**src/rtl/adder_loa_acc.sv**
```systemverilog
// Multi-lane accumulator built on a lower-part-OR approximate adder (LOA) with a
// run-time selectable approximation depth, optional saturation and a valid pipeline.
module adder_loa_acc #(
  parameter int N_LANES    = 4,
  parameter int IP_W       = 16,
  parameter int OC_W       = 24,
  parameter int MAX_APPROX = 8,
  parameter int SATURATE   = 0
) (
  input  logic                              i_clk,
  input  logic                              i_rstn,
  input  logic                              i_cfg_we,
  input  logic [$clog2(MAX_APPROX+1)-1:0]   i_approx_bits,
  input  logic                              i_valid,
  input  logic                              i_clear,
  input  logic [N_LANES-1:0]                i_lane_en,
  input  logic [N_LANES*IP_W-1:0]           i_p,
  output logic [N_LANES*OC_W-1:0]           o_acc,
  output logic                              o_valid,
  output logic [N_LANES-1:0]                o_sat,
  output logic [$clog2(MAX_APPROX+1)-1:0]   o_approx_bits
);

  localparam int AW = $clog2(MAX_APPROX+1);

  logic signed [OC_W-1:0] acc_q [N_LANES];
  logic signed [OC_W-1:0] acc_d [N_LANES];
  logic [N_LANES-1:0]     sat_q, sat_d;
  logic                   vld_q;
  logic [AW-1:0]          k_q, k_d;

  logic signed [IP_W-1:0] p_lane;
  logic signed [OC_W-1:0] p_ext, c_op, sum;
  logic                   ovf;

  // Low k bits are OR-ed; the carry into the exact upper part comes from bit k-1 only.
  function automatic logic signed [OC_W-1:0] loa_add(input logic signed [OC_W-1:0] p,
                                                    input logic signed [OC_W-1:0] c,
                                                    input logic [AW-1:0]          k);
    logic [OC_W-1:0] hi_mask, lo_bits, hi_bits, pc_sh, cy;
    hi_mask = {OC_W{1'b1}} << k;
    lo_bits = (p | c) & ~hi_mask;
    pc_sh   = (p & c) >> (k - AW'(1));
    cy      = '0;
    if (k != '0) cy[0] = pc_sh[0];
    hi_bits = (p & hi_mask) + (c & hi_mask) + (cy << k);
    return hi_bits | lo_bits;
  endfunction

  function automatic logic ovf_fn(input logic signed [OC_W-1:0] p,
                                  input logic signed [OC_W-1:0] c,
                                  input logic signed [OC_W-1:0] r);
    return (p[OC_W-1] == c[OC_W-1]) && (r[OC_W-1] != p[OC_W-1]);
  endfunction

  function automatic logic signed [OC_W-1:0] sat_fn(input logic neg);
    return neg ? {1'b1, {(OC_W-1){1'b0}}} : {1'b0, {(OC_W-1){1'b1}}};
  endfunction

  always_comb begin
    k_d = k_q;
    if (i_cfg_we)
      k_d = (i_approx_bits > AW'(MAX_APPROX)) ? AW'(MAX_APPROX) : i_approx_bits;
  end

  always_comb begin
    p_lane = '0;
    p_ext  = '0;
    c_op   = '0;
    sum    = '0;
    ovf    = 1'b0;
    sat_d  = sat_q;
    for (int n = 0; n < N_LANES; n++) begin
      acc_d[n] = acc_q[n];
      p_lane   = i_p[n*IP_W +: IP_W];
      p_ext    = OC_W'(p_lane);
      c_op     = i_clear ? '0 : acc_q[n];
      sum      = loa_add(p_ext, c_op, k_q);
      ovf      = (SATURATE != 0) && ovf_fn(p_ext, c_op, sum);
      if (ovf) sum = sat_fn(p_ext[OC_W-1]);
      // A cleared lane drops its sticky flag unless this very operation overflows.
      if (i_valid && i_lane_en[n]) begin
        acc_d[n] = sum;
        sat_d[n] = (!i_clear && sat_q[n]) || ovf;
      end
    end
  end

  always_ff @(posedge i_clk or negedge i_rstn) begin
    if (!i_rstn) begin
      for (int n = 0; n < N_LANES; n++) acc_q[n] <= '0;
      sat_q <= '0;
      vld_q <= 1'b0;
      k_q   <= '0;
    end else begin
      for (int n = 0; n < N_LANES; n++) acc_q[n] <= acc_d[n];
      sat_q <= sat_d;
      vld_q <= i_valid;
      k_q   <= k_d;
    end
  end

  always_comb begin
    o_acc = '0;
    for (int n = 0; n < N_LANES; n++) o_acc[n*OC_W +: OC_W] = acc_q[n];
  end

  assign o_valid       = vld_q;
  assign o_sat         = sat_q;
  assign o_approx_bits = k_q;

endmodule

```
**config.mk**
```make
export PLATFORM = sky130hd
export DESIGN_NAME = adder_loa_acc
export DESIGN_NICKNAME = d
export VERILOG_FILES = /design/src/rtl/adder_loa_acc.sv
export SDC_FILE = /design/constraint.sdc
export NUM_CORES = 1
export LEC_CHECK = 0
export CAP_MARGIN = 15
export CORE_MARGIN = 2
export CORE_UTILIZATION = 52
export DETAILED_ROUTE_END_ITERATION = 16
export MAX_ROUTING_LAYER = met4
export PLACE_DENSITY = 0.85
export REMOVE_ABC_BUFFERS = 1
export SLEW_MARGIN = 10
export SYNTH_ARGS = -nofsm -noshare
export SYNTH_HDL_FRONTEND = slang
export SYNTH_SLANG_ARGS = --single-unit
```
**constraint.sdc**
```tcl
create_clock -name i_clk -period 5.2 [get_ports i_clk]
set_clock_uncertainty 0.2 [all_clocks]
set_input_delay 0.78 -clock i_clk [delete_from_list [all_inputs] [get_ports i_clk]]
set_output_delay 0.78 -clock i_clk [all_outputs]
set_load 0.05 [all_outputs]
```
# [Word-level counts from Yosys, hierarchy flattened]
# Cells that the tools add are included.
[classes] n_addsub=9 magnitude_cmp=1 shift=9 n_mux=9 n_bitwise=25 reduce_logical=10
[ops] cell="$and A24 B24 Y24" count=12
[ops] cell="$add A24 B24 Y24" count=8
[ops] cell="$or A24 B24 Y24" count=8
[ops] cell="$and A16 B24 Y24" count=4
[ops] cell="$mux W24" count=4
[ops] cell="$shl A1 B4 Y24" count=4
[ops] cell="$shr A24 B4 Y1" count=4
[ops] cell="$not A24 Y24" count=1
[ops] cell="$shl A24 B4 Y24 const A" count=1
[ops] cell="$logic_and A1 B1 Y1" count=8
[ops] cell="$gt A4 B4 Y1 const B" count=1
[ops] cell="$mux W1" count=4
[ops] cell="$mux W4" count=1
[ops] cell="$reduce_bool A4 Y1" count=1
[ops] cell="$sub A4 B1 Y4 const B" count=1
[ops] cell="$logic_not A1 Y1" count=1
[totals] register_bits=105 elab_cells=73

# [Logic depth before layout (Yosys ltp)]
[depth] depth_word=7 ltp_mapped=27 depth_no_buf=22

# [Worst setup path before layout]
# OpenSTA, ideal clock, no wires.
[synth_path] kind="register -> register" from="register k_q[0], in the netlist o_approx_bits[0]" to="register acc_q (netlist bit o_acc[71])" setup_time_ns=0.139 t_arrival_ns=5.688 required_ns=4.861 setup_slack_ns=-0.827 stages_incl_launch_ff=24 n_path_buf=5 cell_sequence="dfrtp_1 -> buf_2 -> clkbuf_1 -> inv_1 -> buf_2 -> ha_1 -> buf_2 -> buf_1 -> a311oi_1 -> a21oi_1 -> a22oi_1 -> o22ai_2 -> nand2_1 -> fa_1 -> inv_1 -> ha_1 -> fa_1 -> a21o_1 -> a21o_4 -> a21oi_4 -> o311ai_4 -> a41oi_4 -> o311ai_1 -> or4_1"
[synth_between] elab_chain_len=6 word_cells_on_any_way=13 classes_between="3 x add/sub; 3 x shift; 1 x mux; 5 x bitwise; 1 x reduce/logical"
[synth_lines] element="from (decl)" line="30" rtl="logic [AW-1:0] k_q, k_d;"
[synth_lines] element="from (signal assigned)" line="99" rtl="k_q <= k_d;"
[synth_lines] element="branches (longest 5 deep; another with $add A24 B24 Y24)"
[synth_lines] element="$or A24 B24 Y24 *" line="47" rtl="return hi_bits | lo_bits;"
[synth_lines] element="to (decl)" line="26" rtl="logic signed [OC_W-1:0] acc_q [N_LANES];"
# Every way passes the cells marked *.
# A chain may end at the register's enable or synchronous reset.

# [Final worst setup path]
[layout_path] from="input port i_p[59]" to="register acc_q (netlist bit o_acc[95])"
[layout_between] elab_chain_len=6 word_cells_on_any_way=8 classes_between="2 x add/sub; 2 x shift; 1 x mux; 3 x bitwise"
[layout_lines] element="from (decl)" line="17" rtl="input logic [N_LANES*IP_W-1:0] i_p,"
[layout_lines] element="branches (longest 4 deep; another with $add A24 B24 Y24)"
[layout_lines] element="$add A24 B24 Y24 *" line="46" rtl="hi_bits = (p & hi_mask) + (c & hi_mask) + (cy << k);"
[layout_lines] element="$or A24 B24 Y24 *" line="47"
# Marked as above.

==> results.json <==
{
  "pwr-share-clk_pct": 12.5,
  "wirelength_um": 49500,
  "final-setup-viol-count": 0,
  "async_flop_share_pct": 100,
  "drv_slew": 0,
  "layout-drive-gt1-share_pct": 18.4,
  "antenna_found_initial": 1,
  "synth_cells": 1674,
  "die_y_um": 162,
  "core_um2": 24400,
  "clock_sinks": 105,
  "start_util_pct": 53.2,
  "maxCapViolations": 0,
  "crit_end": "o_acc[95]",
  "grt_pass1_wl_um": 74900,
  "min_period_ns": 5.11,
  "die-area_um2": 26200,
  "final_core_util_pct": 73.0,
  "grt_usage_pct": 37.7,
  "min_path_type": "register to register",
  "die_x_um": 162,
  "postRouteAntennaNets": 0,
  "end_kind": "register",
  "rows": 57,
  "critPathKind": "input pin to register",
  "fin_setup_tns_ns": 0,
  "vias_per_cell": 6.01,
  "drt_pre_antenna_iters": 7,
  "cts_tree": "yes",
  "clk_pin_slew_ns": 0.09,
  "crit_required_ns": 5.26,
  "yosysUniqueCellTypes": 71,
  "hold_viol_final": 0,
  "vias": 14500,
  "powerDensity_nw_per_um2": 365,
  "yosys.area.top_type": "dfrtp_1",
  "drtIter0Drc": 1548,
  "critPathMaxStageDelay_ns": 0.50,
  "synth_edf_count": 0,
  "pin_count": 182,
  "irDropWorstVdd_uv": 276,
  "htreeDepth": 3,
  "synth.top_cell.area_share_pct": 20.3,
  "r2r_slack_ns": 0.12,
  "path_max_fanout": 3,
  "rsz0062_at_grt": "yes",
  "critPathLaunch": "i_p[59]",
  "cellInternalPower_mw": 3.22,
  "power.switching_mw": 3.29,
  "fin_nets": 2350,
  "cts_root_buffer": "clkbuf_16",
  "cp_cell_sequence": "clkdlybuf4s50_1 > nand2_1 > o21ai_2 > mux4_2 > a22oi_2 > o22ai_4 > nand2_1 > fa_1 > inv_1 > ha_2 > inv_1 > fa_2 > nor2b_1 > o31a_1 > o211ai_1 > buf_4 > a21oi_2 > nor2_1 > o311ai_2 > nor3b_2 > a221o_1",
  "route.detailed.drc": 0,
  "sequentialPowerShare_pct": 21.0,
  "crit_arrival_ns": 5.17,
  "status": "finished clean",
  "synth.ff_latch_count": 105,
  "detailed_place_hpwl_um": 38600,
  "grt_max_degree": 66,
  "clk_latency_ns": 0.38,
  "r2r-end": "o_acc[70]",
  "overflow": 0,
  "pwr-share-comb_pct": 66.5,
  "r2r_cells": 21,
  "gp_congestion": 1.03,
  "seq_area_frac_synth_pct": 20.3,
  "grt_pass1_vias": 14100,
  "netlist_area_um2": 13000,
  "syn_avg_cell_area_um2": 7.74,
  "ys_warn_count": 0,
  "worstSetupStartpointType": "input pin",
  "p_leak_nw": 8.60,
  "synth_flop_cell": "dfrtp_1",
  "max-slew-margin-rel_pct": 35.7,
  "tightest_slew_ns": 0.964,
  "finalCritPeriodShare_pct": 98.2,
  "syn2layout_area_growth_pct": 37.3,
  "fmax_ghz": 0.196,
  "r2r-start": "o_approx_bits[0]",
  "hold_buffers": 0,
  "io_buffers": 181,
  "cts_buffers": 9,
  "clock_path_buffers": 2,
  "crit_slowest_cell": "clkdlybuf4s50_1",
  "switching_share_pct": 50.5,
  "synth_area_leaders": "dfrtp_1 20%, ha_1 12%, fa_1 10%, o21ai_0 7.2%, nand2_1 7.2%",
  "wire_per_inst_um": 20.5
}
[power groups by stage]
stage / sequential (mW) / combinational [mW] / clock, mW
global placement: 1.36 / 3.98 / 0
floorplan: 2.20 / 1.66 / 0
global route: 1.40 / 4.62 / 0.846
CTS: 1.35 / 4.13 / 0.812
finish: 1.37 / 4.32 / 0.814
detailed placement: 1.37 / 4.08 / 0
[worst max-delay path: cells and delay by family]
kind,cells,cell delay (ns)
AND/OR/NAND/NOR,5,0.53
AO/OA/AOI/OAI,8,1.70
multiplexers,1,0.30
buffers and inverters,4,0.80
adder cells (fa/ha/maj),3,1.05
[sequential cells by signal, summed over array words and instances (netlist names)]
signal and count:
o_valid 1, o_approx_bits 4, o_acc 96, o_sat 4
[synth_stat cells, types with 11 or more instances]
cell type / number
nand2_1: 248
o21ai_0: 187
inv_1: 148
a21oi_1: 130
ha_1: 124
dfrtp_1: 105
nor2_1: 90
fa_1: 68
nor2b_1: 49
clkbuf_1: 45
nand3_1: 45
xnor2_1: 41
and2_1: 40
a21o_1: 37
xor2_1: 32
nor3_1: 28
o21ai_1: 20
and3_1: 18
o21bai_1: 15
a31oi_1: 14
nand2b_1: 14
a211oi_1: 13
o21a_1: 11
[worst min-delay path by stage]
| stage | start | to | depth (start not counted) |
|---|---|---|---|
| after detailed placement | o_sat[1] | o_sat[1] | 1 |
| after CTS | o_sat[1] | o_sat[1] | 1 |
| final | o_sat[0] | o_sat[0] | 1 |
| after floorplan | i_rstn | o_acc[0] | 0 |
| after global placement | o_sat[0] | o_sat[0] | 1 |
| after global routing | o_sat[0] | o_sat[0] | 1 |
[placed cells by master (no fill, tap or decap), types with 7 or more instances in the layout]
cell type | Yosys | final
a211oi_1 | 13 | 9
a21o_1 | 37 | 37
a21oi_1 | 130 | 123
a31oi_1 | 14 | 13
and2_1 | 40 | 40
and3_1 | 18 | 18
buf_4 | 1 | 265
buf_6 | 1 | 9
clkbuf_16 | 0 | 9
clkdlybuf4s50_1 | 0 | 170
dfrtp_1 | 105 | 104
dlymetal6s2s_1 | 0 | 8
fa_1 | 68 | 62
ha_1 | 124 | 113
ha_4 | 0 | 7
inv_1 | 148 | 147
nand2_1 | 248 | 246
nand2b_1 | 14 | 14
nand3_1 | 45 | 44
nor2_1 | 90 | 90
nor2b_1 | 49 | 47
nor3_1 | 28 | 25
nor3b_1 | 9 | 8
o21a_1 | 11 | 11
o21ai_0 | 187 | 172
o21ai_1 | 20 | 28
o21ai_2 | 0 | 7
o21bai_1 | 15 | 15
or2_2 | 8 | 7
or3_1 | 8 | 8
xnor2_1 | 41 | 41
xor2_1 | 32 | 32
[logic make-up after synthesis]
logic type / synth area share (%)
AOI/OAI and AO/OA: 23.9
xor gates and xnor gates: 4.93
adders and majority gates: 22.5
buffers and inverters: 6.17
DFF: 20.3
muxes: 1.34
and+or+nand+nor: 20.9
[area by class of cell]
cell class,instances,area (µm²)
timing repair buffer,455,3930
clock inverter,6,91.3
fill,1905,6590
tap,324,405
multi-input combinational,1362,9970
sequential,105,2630
clock buffer,10,229
antenna,1,2.50
inverter,148,556
[per-layer routing]
metal	GRT usage (%)	vias up	wire [µm]
met1	49.8	6897	20200
met5	-	-	0
li1	-	6637	-
met3	8.25	141	5220
met4	14.4	0	2170
met2	57.0	818	21900
[what timing repair did]
action	4_1_cts	5_1_grt
resized for setup	29	89
setup endpoints to repair	25	43
setup buffers	1	13
gates cloned	0	1
pin swaps	10	34
[per-stage QoR]
step                      instances  area (µm²)  worst slack, ns  hold slack (ns)  power, mW
after global routing           2411       17800          -0.0659            0.331       6.86
after detailed placement       2379       16900           -0.644            0.277       5.44
final                          2411       17800           0.0942            0.291       6.50
after global placement         2379       16900           -0.509            0.271       5.34
after floorplan                1615       12700            -1.58            0.284       3.85
after CTS                      2396       17300          0.00541            0.294       6.29
No activity file was read; power rests on OpenSTA's default activity.
